--- src/rtl/mux_rr_sched_if.sv ---
// Bundle between four byte requesters, the round-robin scheduler and the result consumer.
interface mux_rr_sched_if #(parameter int unsigned WIDTH = 8);
  logic [3:0]       req;
  logic [WIDTH-1:0] a;
  logic [WIDTH-1:0] b;
  logic [WIDTH-1:0] c;
  logic [WIDTH-1:0] d;
  logic [3:0]       ack;
  logic [1:0]       op;
  logic [WIDTH-1:0] y;
  logic             y_valid;
  logic             y_ready;
  logic             busy;

  modport master (output req, a, b, c, d, y_ready,
                  input  ack, op, y, y_valid, busy);
  modport slave  (input  req, a, b, c, d, y_ready,
                  output ack, op, y, y_valid, busy);
endinterface

--- src/rtl/mux_rr_sched.sv ---
// Shares one 4:1 byte-select datapath among four requesters; grants round-robin
// (or fixed priority) and hands the registered result downstream via valid/ready.
module mux_rr_sched #(
  parameter int unsigned WIDTH     = 8,
  parameter int unsigned PRIO_MODE = 0
) (
  input logic           clk,
  input logic           rst,
  mux_rr_sched_if.slave bus
);

  localparam logic [1:0] IDLE = 2'd0;
  localparam logic [1:0] SEL  = 2'd1;
  localparam logic [1:0] HOLD = 2'd2;

  logic [1:0]       state, state_nxt;
  logic [1:0]       op_q, op_nxt;
  logic [1:0]       ptr_q, ptr_nxt;
  logic [1:0]       winner;
  logic [WIDTH-1:0] y_q, y_nxt;
  logic [WIDTH-1:0] sel_data;
  logic             vld_q, vld_nxt;

  // Reverse scan so the first set index in priority order is the last one written.
  always_comb begin
    winner = ptr_q;
    if (PRIO_MODE != 0) begin
      winner = 2'd0;
      for (int i = 3; i >= 0; i--) begin
        if (bus.req[i]) winner = 2'(i);
      end
    end else begin
      for (int i = 3; i >= 0; i--) begin
        if (bus.req[ptr_q + 2'(i)]) winner = ptr_q + 2'(i);
      end
    end
  end

  always_comb begin
    case (op_q)
      2'd0:    sel_data = bus.a;
      2'd1:    sel_data = bus.b;
      2'd2:    sel_data = bus.c;
      default: sel_data = bus.d;
    endcase
  end

  always_ff @(posedge clk) begin
    if (rst) begin
      state <= IDLE;
      op_q  <= 2'd0;
      ptr_q <= 2'd0;
      y_q   <= '0;
      vld_q <= 1'b0;
    end else begin
      state <= state_nxt;
      op_q  <= op_nxt;
      ptr_q <= ptr_nxt;
      y_q   <= y_nxt;
      vld_q <= vld_nxt;
    end
  end

  always_comb begin
    state_nxt = state;
    op_nxt    = op_q;
    ptr_nxt   = ptr_q;
    y_nxt     = y_q;
    vld_nxt   = vld_q;
    case (state)
      IDLE: begin
        if (|bus.req) begin
          op_nxt    = winner;
          state_nxt = SEL;
        end
      end
      SEL: begin
        y_nxt     = sel_data;
        vld_nxt   = 1'b1;
        ptr_nxt   = op_q + 2'd1;
        state_nxt = HOLD;
      end
      HOLD: begin
        if (bus.y_ready) begin
          vld_nxt   = 1'b0;
          state_nxt = IDLE;
        end
      end
      default: state_nxt = IDLE;
    endcase
  end

  // ack is combinational so the requester sees it in the capture cycle itself.
  assign bus.ack     = (state == SEL) ? (4'(1) << op_q) : 4'b0000;
  assign bus.op      = op_q;
  assign bus.y       = y_q;
  assign bus.y_valid = vld_q;
  assign bus.busy    = (state != IDLE);

endmodule

--- src/flat_wrapper.sv ---
// flat-port wrapper written by rule: the top's interface ports become plain ports
module mux_rr_sched_flat 
#(
  parameter int unsigned WIDTH     = 8,
  parameter int unsigned PRIO_MODE = 0
)
  (clk, rst, bus_req, bus_a, bus_b, bus_c, bus_d, bus_y_ready, bus_ack, bus_op, bus_y, bus_y_valid, bus_busy);
  mux_rr_sched_if #(.WIDTH(WIDTH)) bus_i ();
  input logic clk;
  input logic rst;
  input wire logic [$bits(bus_i.req)-1:0] bus_req;
  input wire logic [$bits(bus_i.a)-1:0] bus_a;
  input wire logic [$bits(bus_i.b)-1:0] bus_b;
  input wire logic [$bits(bus_i.c)-1:0] bus_c;
  input wire logic [$bits(bus_i.d)-1:0] bus_d;
  input wire logic [$bits(bus_i.y_ready)-1:0] bus_y_ready;
  output wire logic [$bits(bus_i.ack)-1:0] bus_ack;
  output wire logic [$bits(bus_i.op)-1:0] bus_op;
  output wire logic [$bits(bus_i.y)-1:0] bus_y;
  output wire logic [$bits(bus_i.y_valid)-1:0] bus_y_valid;
  output wire logic [$bits(bus_i.busy)-1:0] bus_busy;
  assign bus_i.req = bus_req;
  assign bus_i.a = bus_a;
  assign bus_i.b = bus_b;
  assign bus_i.c = bus_c;
  assign bus_i.d = bus_d;
  assign bus_i.y_ready = bus_y_ready;
  assign bus_ack = bus_i.ack;
  assign bus_op = bus_i.op;
  assign bus_y = bus_i.y;
  assign bus_y_valid = bus_i.y_valid;
  assign bus_busy = bus_i.busy;
  mux_rr_sched #(.WIDTH(WIDTH), .PRIO_MODE(PRIO_MODE)) u_core (.clk(clk), .rst(rst), .bus(bus_i));
endmodule
--- config.mk ---
export PLATFORM = sky130hd
export DESIGN_NAME = mux_rr_sched_flat
export DESIGN_NICKNAME = d
export VERILOG_FILES = /design/src/rtl/mux_rr_sched_if.sv /design/src/rtl/mux_rr_sched.sv /design/src/flat_wrapper.sv
export SDC_FILE = /design/constraint.sdc
export NUM_CORES = 1
export LEC_CHECK = 0
export BUFFER_PORTS_ARGS = -buffer_cell sky130_fd_sc_hd__buf_2
export CAP_MARGIN = 20
export CORE_AREA = 2 2 66 43
export DETAILED_ROUTE_END_ITERATION = 10
export DIE_AREA = 0 0 68 45
export HOLD_SLACK_MARGIN = 0.03
export PLACE_DENSITY = 0.72
export SYNTH_ARGS = -nofsm -noshare
export SYNTH_HDL_FRONTEND = slang
export SYNTH_SLANG_ARGS = --single-unit
export TNS_END_PERCENT = 5
--- constraint.sdc ---
create_clock -name clk -period 1.52 [get_ports clk]
set_input_delay 0 -clock clk [delete_from_list [all_inputs] [get_ports clk]]
set_output_delay 0 -clock clk [all_outputs]
set_load 0.005 [all_outputs]
==> impl_metrics.env <==
export IMPL_p_leak_nw=0.634
export IMPL_synth_seq_area_share_pct=33.2
export IMPL_finalSetupViolCount=0
export IMPL_io_buffers=54
export IMPL_clock_tree_from_tritoncts="done"
export IMPL_ant_nets=0
export IMPL_timing_hold_violations_final=0
export IMPL_io_pins=55
export IMPL_critical_path_class="reg -> reg"
export IMPL_antenna_found_initial=0
export IMPL_tns_ns=0
export IMPL_final_max_slew_violation_count=0
export IMPL_timing_fmax_mhz=716
export IMPL_row_count=14
export IMPL_cp_data_arrival_time_ns=1.58
export IMPL_final_common_cell="buf_2"
export IMPL_finish_utilization_pct=53.6
export IMPL_met3RoutedLength_um=299
export IMPL_multiInputGateArea_um2=553
export IMPL_chipHeight_um=45
export IMPL_final_seq_area_um2=302
export IMPL_postLayoutCellArea_um2=1290
export IMPL_clock_root_buffer="clkbuf_8"
export IMPL_postSynthRegisterBits=15
export IMPL_power_density_nw_per_um2=899
export IMPL_numClockSinks=15
export IMPL_proportion_of_layout_cells_with_a_drive_suffix_above_1_pct=41.3
export IMPL_critical_path_n_buffers_inverters=1
export IMPL_synth_area_leader_cell="dfxtp_1"
export IMPL_synth_top_cells_by_area="dfxtp_1 33%, a21oi_1 12%, a221oi_1 7.7%"
export IMPL_drt_first_iter_violations=28
export IMPL_final_period_utilization_pct=91.9
export IMPL_top_signal_layer_used="met4"
export IMPL_drt_wirelength_per_cell_um=13.3
export IMPL_finClkSkew_ns=0.00492
export IMPL_first_global_vias=917
export IMPL_worst_setup_path_end_kind="flop"
export IMPL_max_cap_viols=0
export IMPL_post_route_worst_setup_slack_ns=0.124
export IMPL_critPathRequiredTime_ns=1.70
export IMPL_preCtsSetupSlack_ns=-0.0570
export IMPL_cts_buffers=3
export IMPL_die_area_um2=3060
export IMPL_grt_remaining_overflow=0
export IMPL_postCtsSetupBuffers=0
export IMPL_detail_route_first_pass_iterations=5
export IMPL_track_usage_pct=17.4
export IMPL_viasPerCell=5.29
export IMPL_post_detailed_placement_cell_area_um2=1220
export IMPL_wirelength_mm=2.72
export IMPL_chipWidth_um=68
export IMPL_timing_final_crit_period_ns=1.40
export IMPL_hold_path_class="in -> reg"
export IMPL_final_cell_mix="54 x buf_2, 21 x a21oi_1, 14 x nor2_1, 14 x dfxtp_1, 11 x inv_1"
export IMPL_cp_max_fo=9
export IMPL_grt_setup_unrepaired="yes"
export IMPL_netlist_instances=119
export IMPL_dr_wl_met2_mm=1.18
export IMPL_syn_num_nets=163
export IMPL_clk_latency_ns=0.25
export IMPL_vias=1079
export IMPL_dp_final_hpwl_mm=2.17
export IMPL_mappedNetlistArea_um2=905
export IMPL_post_synth_num_cell_types=26
export IMPL_grt_first_pass_wirelength_mm=3.96
export IMPL_setup_worst_path_start_class="flop"
export IMPL_deepest_clock_path_buffer_count=2
export IMPL_htree_depth=1
export IMPL_floorplan_initialDensity_pct=37.4
export IMPL_antenna_diode_count=0
export IMPL_grt_max_degree=17
export IMPL_avgSynthCellArea_um2=7.60
export IMPL_outcome="finished clean"
export IMPL_flow_area_growth_from_synthesis_pct=43.2
export IMPL_cpMaxStageDelayCell="dfxtp_2"
export IMPL_core_region_area_um2=2420
export IMPL_number_of_inserted_filler_cells_in_the_final_layout=251
export IMPL_num_nets_final=217
export IMPL_path_clk_slew_ns=0.06
export IMPL_crit_path_max_incr_delay_ns=0.35
export IMPL_globalplace_congestion=0.835
export IMPL_drc=0
export IMPL_met1_length_mm=1.24
export IMPL_ctsHoldBuffers=0
export IMPL_share_of_the_synthesized_area_in_the_top_cell_type_pct=33.2
export IMPL_worst_slew_pin_slew_ns=0.334
export IMPL_yosysWarningCount=0
export IMPL_critical_path_top_delay_family="compound AO/OA/AOI/OAI gates"
export IMPL_timing_slew_headroom_pct=77.7
export IMPL_path_cells="inv_1 > ha_2 > a22oi_1 > a221oi_1 > a21oi_1 > nor2_1"
export IMPL_worst_ir_drop_vdd_v=0.000665
## sequential cells by signal, indices dropped and copies added, names as in the netlist
name	flops
u_core.bus.op	2
u_core.bus.y	8
u_core.bus.y_valid	1
u_core.ptr_q	2
u_core.state	2
## per-stage QoR
step / hold WS (ns) / std cells / power, mW
finish: 0.0455 / 204 / 1.16
global route: 0.0454 / 204 / 1.23
CTS: 0.0404 / 204 / 1.16
detailed placement: 0.298 / 200 / 0.839
global placement: 0.287 / 200 / 0.826
floorplan: 0.184 / 119 / 0.679
## path summary, 6_finish.rpt
kind | from | to | slack (ns) | depth (start not counted)
min | bus_y_ready | u_core.state[1]$_SDFFE_PP0P_ | 0.05 | 3
max reg2reg | u_core.bus.op[0]$_SDFFE_PP0P_ | u_core.bus.y[4]$_SDFFE_PP0P_ | 0.12 | 6
min reg2reg | u_core.bus.y[3]$_SDFFE_PP0P_ | u_core.bus.y[3]$_SDFFE_PP0P_ | 0.49 | 2
max | u_core.bus.op[0]$_SDFFE_PP0P_ | u_core.bus.y[4]$_SDFFE_PP0P_ | 0.12 | 6
## cell usage after synthesis
cell      instances
a211o_1           2
a21boi_0          1
a21oi_1          21
a221oi_1          8
a22oi_1           8
a311oi_1          1
and2_1            4
buf_1             3
buf_2             2
clkbuf_1          3
clkbuf_2          1
dfxtp_1          15
ha_1              5
inv_1            11
nand2_1           4
nand2b_1          2
nor2_1           14
nor2b_1           3
nor3_1            2
nor4_1            1
o21ai_0           2
o22ai_1           1
o32ai_1           1
or2_1             2
or2b_1            1
or3b_2            1
## worst reg2reg max path: stages, from the launching register on
cell and delay [ns]:
dfxtp_2 0.35, inv_1 0.11, ha_2 0.29, a22oi_1 0.12, a221oi_1 0.30, a21oi_1 0.07
nor2_1 0.09
## power breakdown
group          switching (mW)  leakage [nW]  total, mW  internal, mW
Combinational           0.196         0.485      0.379         0.183
Sequential             0.0342         0.123      0.470         0.436
Clock                   0.134        0.0255      0.316         0.181
Total                   0.364         0.634       1.16         0.800
## metal layers
| layer | GRT usage, % | vias to the layer above |
|---|---|---|
| met1 | 22.7 | 493 |
| li1 | - | 530 |
| met5 | 0 | - |
| met3 | 5.49 | 2 |
| met2 | 29.7 | 54 |
| met4 | 1.60 | 0 |
## layout make-up
type	instances	area share (%)
Clock buffer	3	3.19
Clock inverter	1	0.386
Inverter	11	3.19
Multi-Input combinational cell	84	42.7
Sequential cell	15	23.3
Tap cell	32	3.09
Timing Repair Buffer	58	24.2
## repair_timing
item / 4_1_cts / 5_1_grt
resized for setup: 2 / 6
pin swaps: 0 / 0
endpoints found under the setup margin: 4 / 8
## kinds of logic after synthesis
| logic type | Yosys count | share of synthesized area [%] |
|---|---|---|
| buffers and inverters | 20 | 8.71 |
| adder cells (fa/ha/maj) | 5 | 6.92 |
| AND/OR/NAND/NOR | 34 | 18.7 |
| flip-flops | 15 | 33.2 |
| AO/OA/AOI/OAI | 45 | 32.5 |
No activity file was read; power rests on OpenSTA's default activity.
